`src/rtl/vga_pkg.sv`:
```
// vga_pkg: shared VGA timing constants, slot decode type and pixel type
package vga_pkg;
   localparam int H_ACTIVE = 640;
   localparam int V_ACTIVE = 480;
   localparam int H_TOTAL  = 800;
   localparam int V_TOTAL  = 525;
   localparam int PIX_LAT  = 3;
   localparam int DW       = 8;
   typedef enum logic [1:0] {DISP, HBLANK, VBLANK} slot_t;
   typedef logic [DW-1:0] pixel_t;
endpackage

```
`src/rtl/fb_addr_gen.sv`:
```
// fb_addr_gen: display-side frame-buffer address generator with upscaling and frame wrap
module fb_addr_gen #(
   parameter int H_ACTIVE    = vga_pkg::H_ACTIVE,
   parameter int V_ACTIVE    = vga_pkg::V_ACTIVE,
   parameter int SCALE_SHIFT = 1,
   parameter int AW          = 17
) (
   input  logic          vga_clk,
   input  logic          reset_n,
   input  logic [9:0]    hcount,
   input  logic [9:0]    vcount,
   output logic [AW-1:0] addr
);
   import vga_pkg::H_TOTAL, vga_pkg::V_TOTAL;
   localparam int         FB_W     = H_ACTIVE >> SCALE_SHIFT;
   localparam logic [9:0] SUB_MASK = 10'((1 << SCALE_SHIFT) - 1);
   logic [AW-1:0] r_line_base;
   logic [9:0]    w_col;
   logic          w_line_end, w_frame_end;
   // column follows hcount directly; a line step happens on the last active pixel of every 2^S-th line
   always_comb begin
      w_col       = hcount >> SCALE_SHIFT;
      w_line_end  = (hcount == 10'(H_ACTIVE - 1)) && (vcount < 10'(V_ACTIVE)) && ((vcount & SUB_MASK) == SUB_MASK);
      w_frame_end = (hcount == 10'(H_TOTAL - 1)) && (vcount == 10'(V_TOTAL - 1));
      addr        = r_line_base + AW'(w_col);
   end
   // line base restarts at the frame wrap and advances one FB row per scaled line group
   always_ff @(posedge vga_clk or negedge reset_n)
      if (!reset_n) r_line_base <= '0;
      else if (w_frame_end) r_line_base <= '0;
      else if (w_line_end) r_line_base <= r_line_base + AW'(FB_W);
endmodule

```
`src/rtl/fb_arbiter.sv`:
```
// fb_arbiter: shares one single-port frame-buffer RAM between display scan-out and a host port
module fb_arbiter #(
   parameter int H_ACTIVE    = vga_pkg::H_ACTIVE,
   parameter int V_ACTIVE    = vga_pkg::V_ACTIVE,
   parameter int SCALE_SHIFT = 1,
   parameter int DW          = vga_pkg::DW,
   parameter bit DOUBLE_BUF  = 1'b1,
   localparam int FB_W = H_ACTIVE >> SCALE_SHIFT,
   localparam int FB_H = V_ACTIVE >> SCALE_SHIFT,
   localparam int AW   = $clog2(FB_W * FB_H)
) (
   input  logic          vga_clk,
   input  logic          reset_n,
   input  logic [9:0]    hcount,
   input  logic [9:0]    vcount,
   input  logic          req_valid,
   output logic          req_ready,
   input  logic          req_we,
   input  logic [AW-1:0] req_addr,
   input  logic [DW-1:0] req_wdata,
   output logic          rd_valid,
   output logic [DW-1:0] rd_data,
   input  logic          swap_req,
   output logic          swap_done,
   output logic          front_sel,
   output logic [AW:0]   mem_addr,
   output logic          mem_we,
   output logic [DW-1:0] mem_wdata,
   input  logic [DW-1:0] mem_rdata,
   output logic [DW-1:0] pix_data,
   output logic          pix_valid
);
   import vga_pkg::slot_t, vga_pkg::DISP, vga_pkg::HBLANK, vga_pkg::VBLANK;
   slot_t         w_slot;
   logic          w_accept, w_in_range, w_page, w_swap_now;
   logic [AW-1:0] w_disp_addr;
   logic [AW:0]   r_mem_addr;
   logic          r_mem_we;
   logic [DW-1:0] r_mem_wdata, r_pix_data, r_rd_data;
   logic [1:0]    r_disp, r_hrd, r_rok;
   logic          r_pix_valid, r_rd_valid;
   logic          r_front_sel, r_swap_pend, r_swap_done;

   fb_addr_gen #(
      .H_ACTIVE    (H_ACTIVE),
      .V_ACTIVE    (V_ACTIVE),
      .SCALE_SHIFT (SCALE_SHIFT),
      .AW          (AW)
   ) u_addr_gen (
      .vga_clk (vga_clk),
      .reset_n (reset_n),
      .hcount  (hcount),
      .vcount  (vcount),
      .addr    (w_disp_addr)
   );

   // slot state is decoded straight from the counters, so the host sees blanking the same cycle it starts
   always_comb begin
      w_slot     = (vcount >= 10'(V_ACTIVE)) ? VBLANK : (hcount >= 10'(H_ACTIVE)) ? HBLANK : DISP;
      w_accept   = req_valid && (w_slot != DISP);
      w_in_range = {1'b0, req_addr} < (AW+1)'(FB_W * FB_H);
      w_page     = DOUBLE_BUF && !r_front_sel;
      w_swap_now = DOUBLE_BUF && (w_slot == VBLANK) && (hcount == '0) && (vcount == 10'(V_ACTIVE)) && (r_swap_pend || swap_req);
   end

   assign req_ready = w_slot != DISP;
   assign mem_addr  = r_mem_addr;
   assign mem_we    = r_mem_we;
   assign mem_wdata = r_mem_wdata;
   assign pix_data  = r_pix_data;
   assign pix_valid = r_pix_valid;
   assign rd_data   = r_rd_data;
   assign rd_valid  = r_rd_valid;
   assign front_sel = r_front_sel;
   assign swap_done = r_swap_done;

   // one RAM access per cycle: display in active slots, host only in blanking; out-of-range writes are dropped
   always_ff @(posedge vga_clk or negedge reset_n)
      if (!reset_n) begin
         r_mem_addr  <= '0;
         r_mem_we    <= 1'b0;
         r_mem_wdata <= '0;
      end else begin
         r_mem_addr  <= (w_slot == DISP) ? {r_front_sel, w_disp_addr} : w_accept ? {w_page, req_addr} : '0;
         r_mem_we    <= w_accept && req_we && w_in_range;
         r_mem_wdata <= (w_accept && req_we && w_in_range) ? req_wdata : '0;
      end

   // tags follow each access through the RAM latency so returning data is steered to pixel or host
   always_ff @(posedge vga_clk or negedge reset_n)
      if (!reset_n) begin
         r_disp      <= '0;
         r_hrd       <= '0;
         r_rok       <= '0;
         r_pix_valid <= 1'b0;
         r_pix_data  <= '0;
         r_rd_valid  <= 1'b0;
         r_rd_data   <= '0;
      end else begin
         r_disp      <= {r_disp[0], w_slot == DISP};
         r_hrd       <= {r_hrd[0], w_accept && !req_we};
         r_rok       <= {r_rok[0], w_accept && !req_we && w_in_range};
         r_pix_valid <= r_disp[1];
         r_pix_data  <= r_disp[1] ? mem_rdata : '0;
         r_rd_valid  <= r_hrd[1];
         r_rd_data   <= r_rok[1] ? mem_rdata : '0;
      end

   // swap requests collapse into one pending flag, serviced at the first vertical-blank pixel
   always_ff @(posedge vga_clk or negedge reset_n)
      if (!reset_n) begin
         r_front_sel <= 1'b0;
         r_swap_pend <= 1'b0;
         r_swap_done <= 1'b0;
      end else begin
         r_front_sel <= r_front_sel ^ w_swap_now;
         r_swap_pend <= DOUBLE_BUF && !w_swap_now && (r_swap_pend || swap_req);
         r_swap_done <= w_swap_now;
      end
endmodule
```
`config.mk`:
```
export PLATFORM = sky130hd
export DESIGN_NAME = fb_arbiter
export DESIGN_NICKNAME = d
export VERILOG_FILES = /design/src/rtl/vga_pkg.sv /design/src/rtl/fb_addr_gen.sv /design/src/rtl/fb_arbiter.sv
export SDC_FILE = /design/constraint.sdc
export NUM_CORES = 1
export LEC_CHECK = 0
export CORE_UTILIZATION = 46
export CTS_BUF_LIST = sky130_fd_sc_hd__clkbuf_8
export DETAILED_ROUTE_END_ITERATION = 10
export HOLD_SLACK_MARGIN = 0.15
export PLACE_DENSITY = 0.83
export SYNTH_ARGS = -nofsm -noshare
export SYNTH_HDL_FRONTEND = slang
export SYNTH_HIERARCHICAL = 1
export SYNTH_SLANG_ARGS = --single-unit
```
`constraint.sdc`:
```
create_clock -name vga_clk -period 2 [get_ports vga_clk]
set_input_delay 0.5 -clock vga_clk [delete_from_list [all_inputs] [get_ports vga_clk]]
set_output_delay 0.5 -clock vga_clk [all_outputs]
set_load 0.01 [all_outputs]
```
==> impl_metrics.tcl <==
set metrics [dict create \
    worstPathRequired_ns 2.21 \
    syn_nets 340 \
    crit_fanout 11 \
    die_width_um 80.9 \
    yosys-top-cells-area "dfrtp_1 57%, and2_1 3.7%, nand3_1 3.5%" \
    fill_cells 403 \
    ys_ff_latch 65 \
    r2r_cells 5 \
    coreArea_mm2 0.00596 \
    num_rows 28 \
    holdPathEnd "r_hrd[1]" \
    p_int_mw 2.28 \
    initial_core_util_pct 48.1 \
    post_dp_cell_area_mm2 0.00412 \
    finClkSkew_ns 0.00683 \
    relSlewSlack_pct 68.3 \
    numPortBuffers 105 \
    synth_top_cell_by_area "dfrtp_1" \
    grt_first_pass_wirelength_mm 11.4 \
    drive_above_1_share_pct 17.4 \
    n_antenna_cell 0 \
    ir_worst_vdd_v 0.000419 \
    area_growth_pct 56.5 \
    worstReg2RegEnd "u_addr_gen/r_line_base[16]" \
    first_pass_iters 4 \
    power_density_mw_per_mm2 664 \
    grt_pass1_vias 2458 \
    nets 470 \
    finalCoreUtilization_pct 75.3 \
    slowest_delay_ns 0.49 \
    clock-sinks 65 \
    finalWirelength_mm 7.73 \
    via_per_inst 5.17 \
    yosysWarnings 6 \
    setup_slack_ns 0.0309 \
    route.met2.wl_mm 4.11 \
    finalPower_mw 2.97 \
    ant_nets 0 \
    critPathTopFamily "buffers and inverters" \
    max_cap_violations 0 \
    cts_max_level 3 \
    grt_usage_pct 23.6 \
    p_leak_nw 2.01 \
    tightest_slew_ns 0.475 \
    clk_path_buf_depth 2 \
    post-route-period-util_pct 98.5 \
    postSynthCellCount 278 \
    synth_flop_cell "dfrtp_1" \
    die_area_mm2 0.00655 \
    hp-start "r_hrd[0]" \
    fin_crit_ns 1.97 \
    num_io_pins 106 \
    switching_share_pct 23.4 \
    worst_hold_path.num_cells 0 \
    r2r_start "u_addr_gen/r_line_base[6]" \
    antenna_found_initial 0 \
    gp_congestion 0.781 \
    netlist_area_mm2 0.00286 \
    dp_hpwl_mm 5.22 \
    critPathBufInv 3 \
    drv_slew 0 \
    wire_per_inst_um 15.8 \
    status "finished, final reports clean" \
    cts-root-buf "clkbuf_8" \
    path_class "input port to flip-flop" \
    path_clk_slew_ns 0.07 \
    synth_edf_count 0 \
    met1_length_mm 3.06 \
    grt-ovfl-total 0 \
    dr_wl_met3_um 372 \
    min_path_type "flip-flop to flip-flop" \
    p_sw_mw 0.697 \
    vias 2523 \
    fin_area_mm2 0.00448 \
    dieHeight_um 80.9 \
    first_iter_violations 106 \
    crit_path_cell_trace "clkdlybuf4s50_1 -> and4b_1 -> nand4_1 -> buf_4 -> buf_2 -> o41ai_2 -> a21oi_1" \
    grt_max_degree 48 \
    crit_slowest_cell "clkdlybuf4s50_1" \
    top_layer "met4" \
    cts_tree "yes" \
    fin_hold_ws_ns 0.352 \
    synth_common_cells "65 x dfrtp_1, 20 x inv_1, 20 x nand3_1, 20 x o21ai_1, 19 x nor2_1" \
    yosysSeqAreaShare_pct 56.8 \
    place_ws_ns -0.665 \
    place_inst 465 \
    async_reset_ff_share_pct 100 \
    finalNonFillerCells 488 \
    reg2reg_setup_slack_ns 0.12 \
    hold_viol_final 0 \
    synth_top_area_share_pct 56.8 \
    fmax_ghz 0.508 \
    finalSetupViolCount 0 \
    p_clk_share_pct 39.5 \
    drc 0 \
    syn_avg_cell_area_um2 10.3 \
    synth.most_common_cell "dfrtp_1" \
    start_kind "input port" \
    pwr-share-comb_pct 14.0 \
    tns_ns 0 \
    insertion_delay_ns 0.34 \
    synth.distinct_cells 40 \
    endpoint_kind "flip-flop" \
    seq_power_share_pct 46.5 \
    startpoint "hcount[1]" \
    cts_buffers 9 \
    cp_data_arrival_time_ns 2.18 \
]
==> power by group through the flow <==
stage          Combinational (mW)  Sequential (mW)  Clock (mW)
6_report                    0.416             1.38        1.18
3_5_place_dp                0.412             1.41           0
5_1_grt                     0.450             1.39        1.24
2_1_floorplan              0.0922             1.43           0
3_3_place_gp                0.401             1.41           0
4_1_cts                     0.416             1.38        1.19
==> layout by cell type (no fill, tap or decap), types with 5 or more instances in the layout <==
cell	n
buf_4	25
and2_1	17
inv_1	20
clkbuf_8	12
nor2_1	19
o21ai_1	20
xor2_1	9
nand3_1	20
nand2_1	13
dfrtp_1	65
or4_1	7
nor3_1	5
o31ai_1	5
a21oi_1	10
clkdlybuf4s50_1	94
dlygate4sd2_1	5
==> cells by family (layout without fill, tap and decap cells) <==
group	Yosys count	in the layout	share of synthesized area, %
flops	65	65	56.8
fa+ha+maj	4	4	1.75
mux	1	1	0.350
buf+inv	40	175	5.90
xor+xnor	11	11	3.36
simple gates	110	110	22.1
compound gates	47	47	9.74
==> worst max-delay path by stage <==
stage	to	slack, ns	cells past startpoint
finish	u_addr_gen/r_line_base[11]	0.03	7
global route	u_addr_gen/r_line_base[11]	-0.03	7
CTS	u_addr_gen/r_line_base[16]	0.00001	5
detailed placement	u_addr_gen/r_line_base[14]	-0.67	5
global placement	u_addr_gen/r_line_base[14]	-0.56	5
floorplan	u_addr_gen/r_line_base[10]	0.01	5
==> layout make-up <==
type / instances / area, µm² / area share, %
Clock buffer: 12 / 165 / 3.68
Clock inverter: 4 / 50.0 / 1.12
Inverter: 21 / 78.8 / 1.76
Multi-Input combinational cell: 173 / 1150 / 25.7
Sequential cell: 65 / 1630 / 36.3
Tap cell: 75 / 93.8 / 2.09
Timing Repair Buffer: 138 / 1320 / 29.4
==> routing by layer <==
metal,global-route usage [%],vias up
li1,-,1215
met1,27.0,1192
met2,41.6,99
met3,5.39,17
met4,11.3,0
met5,0,-
==> registers in the layout, summed over array words and instances, names as in the netlist, 2 cells and up <==
name / flops
rd_data: 8
mem_addr: 18
r_disp: 2
u_addr_gen/r_line_base: 11
r_hrd: 2
pix_data: 8
mem_wdata: 8
r_rok: 2
==> timing repair <==
item | in CTS | in global routing
gates resized for setup | 19 | 16
buffers inserted | 4 | 0
gates cloned | 2 | 0
endpoints found under the hold margin | 18 | 0
pin swaps | 8 | 1
endpoints found under the setup margin | 17 | 20
hold buffers | 1 | 0
Note: power is estimated with default switching activity, not from simulation.
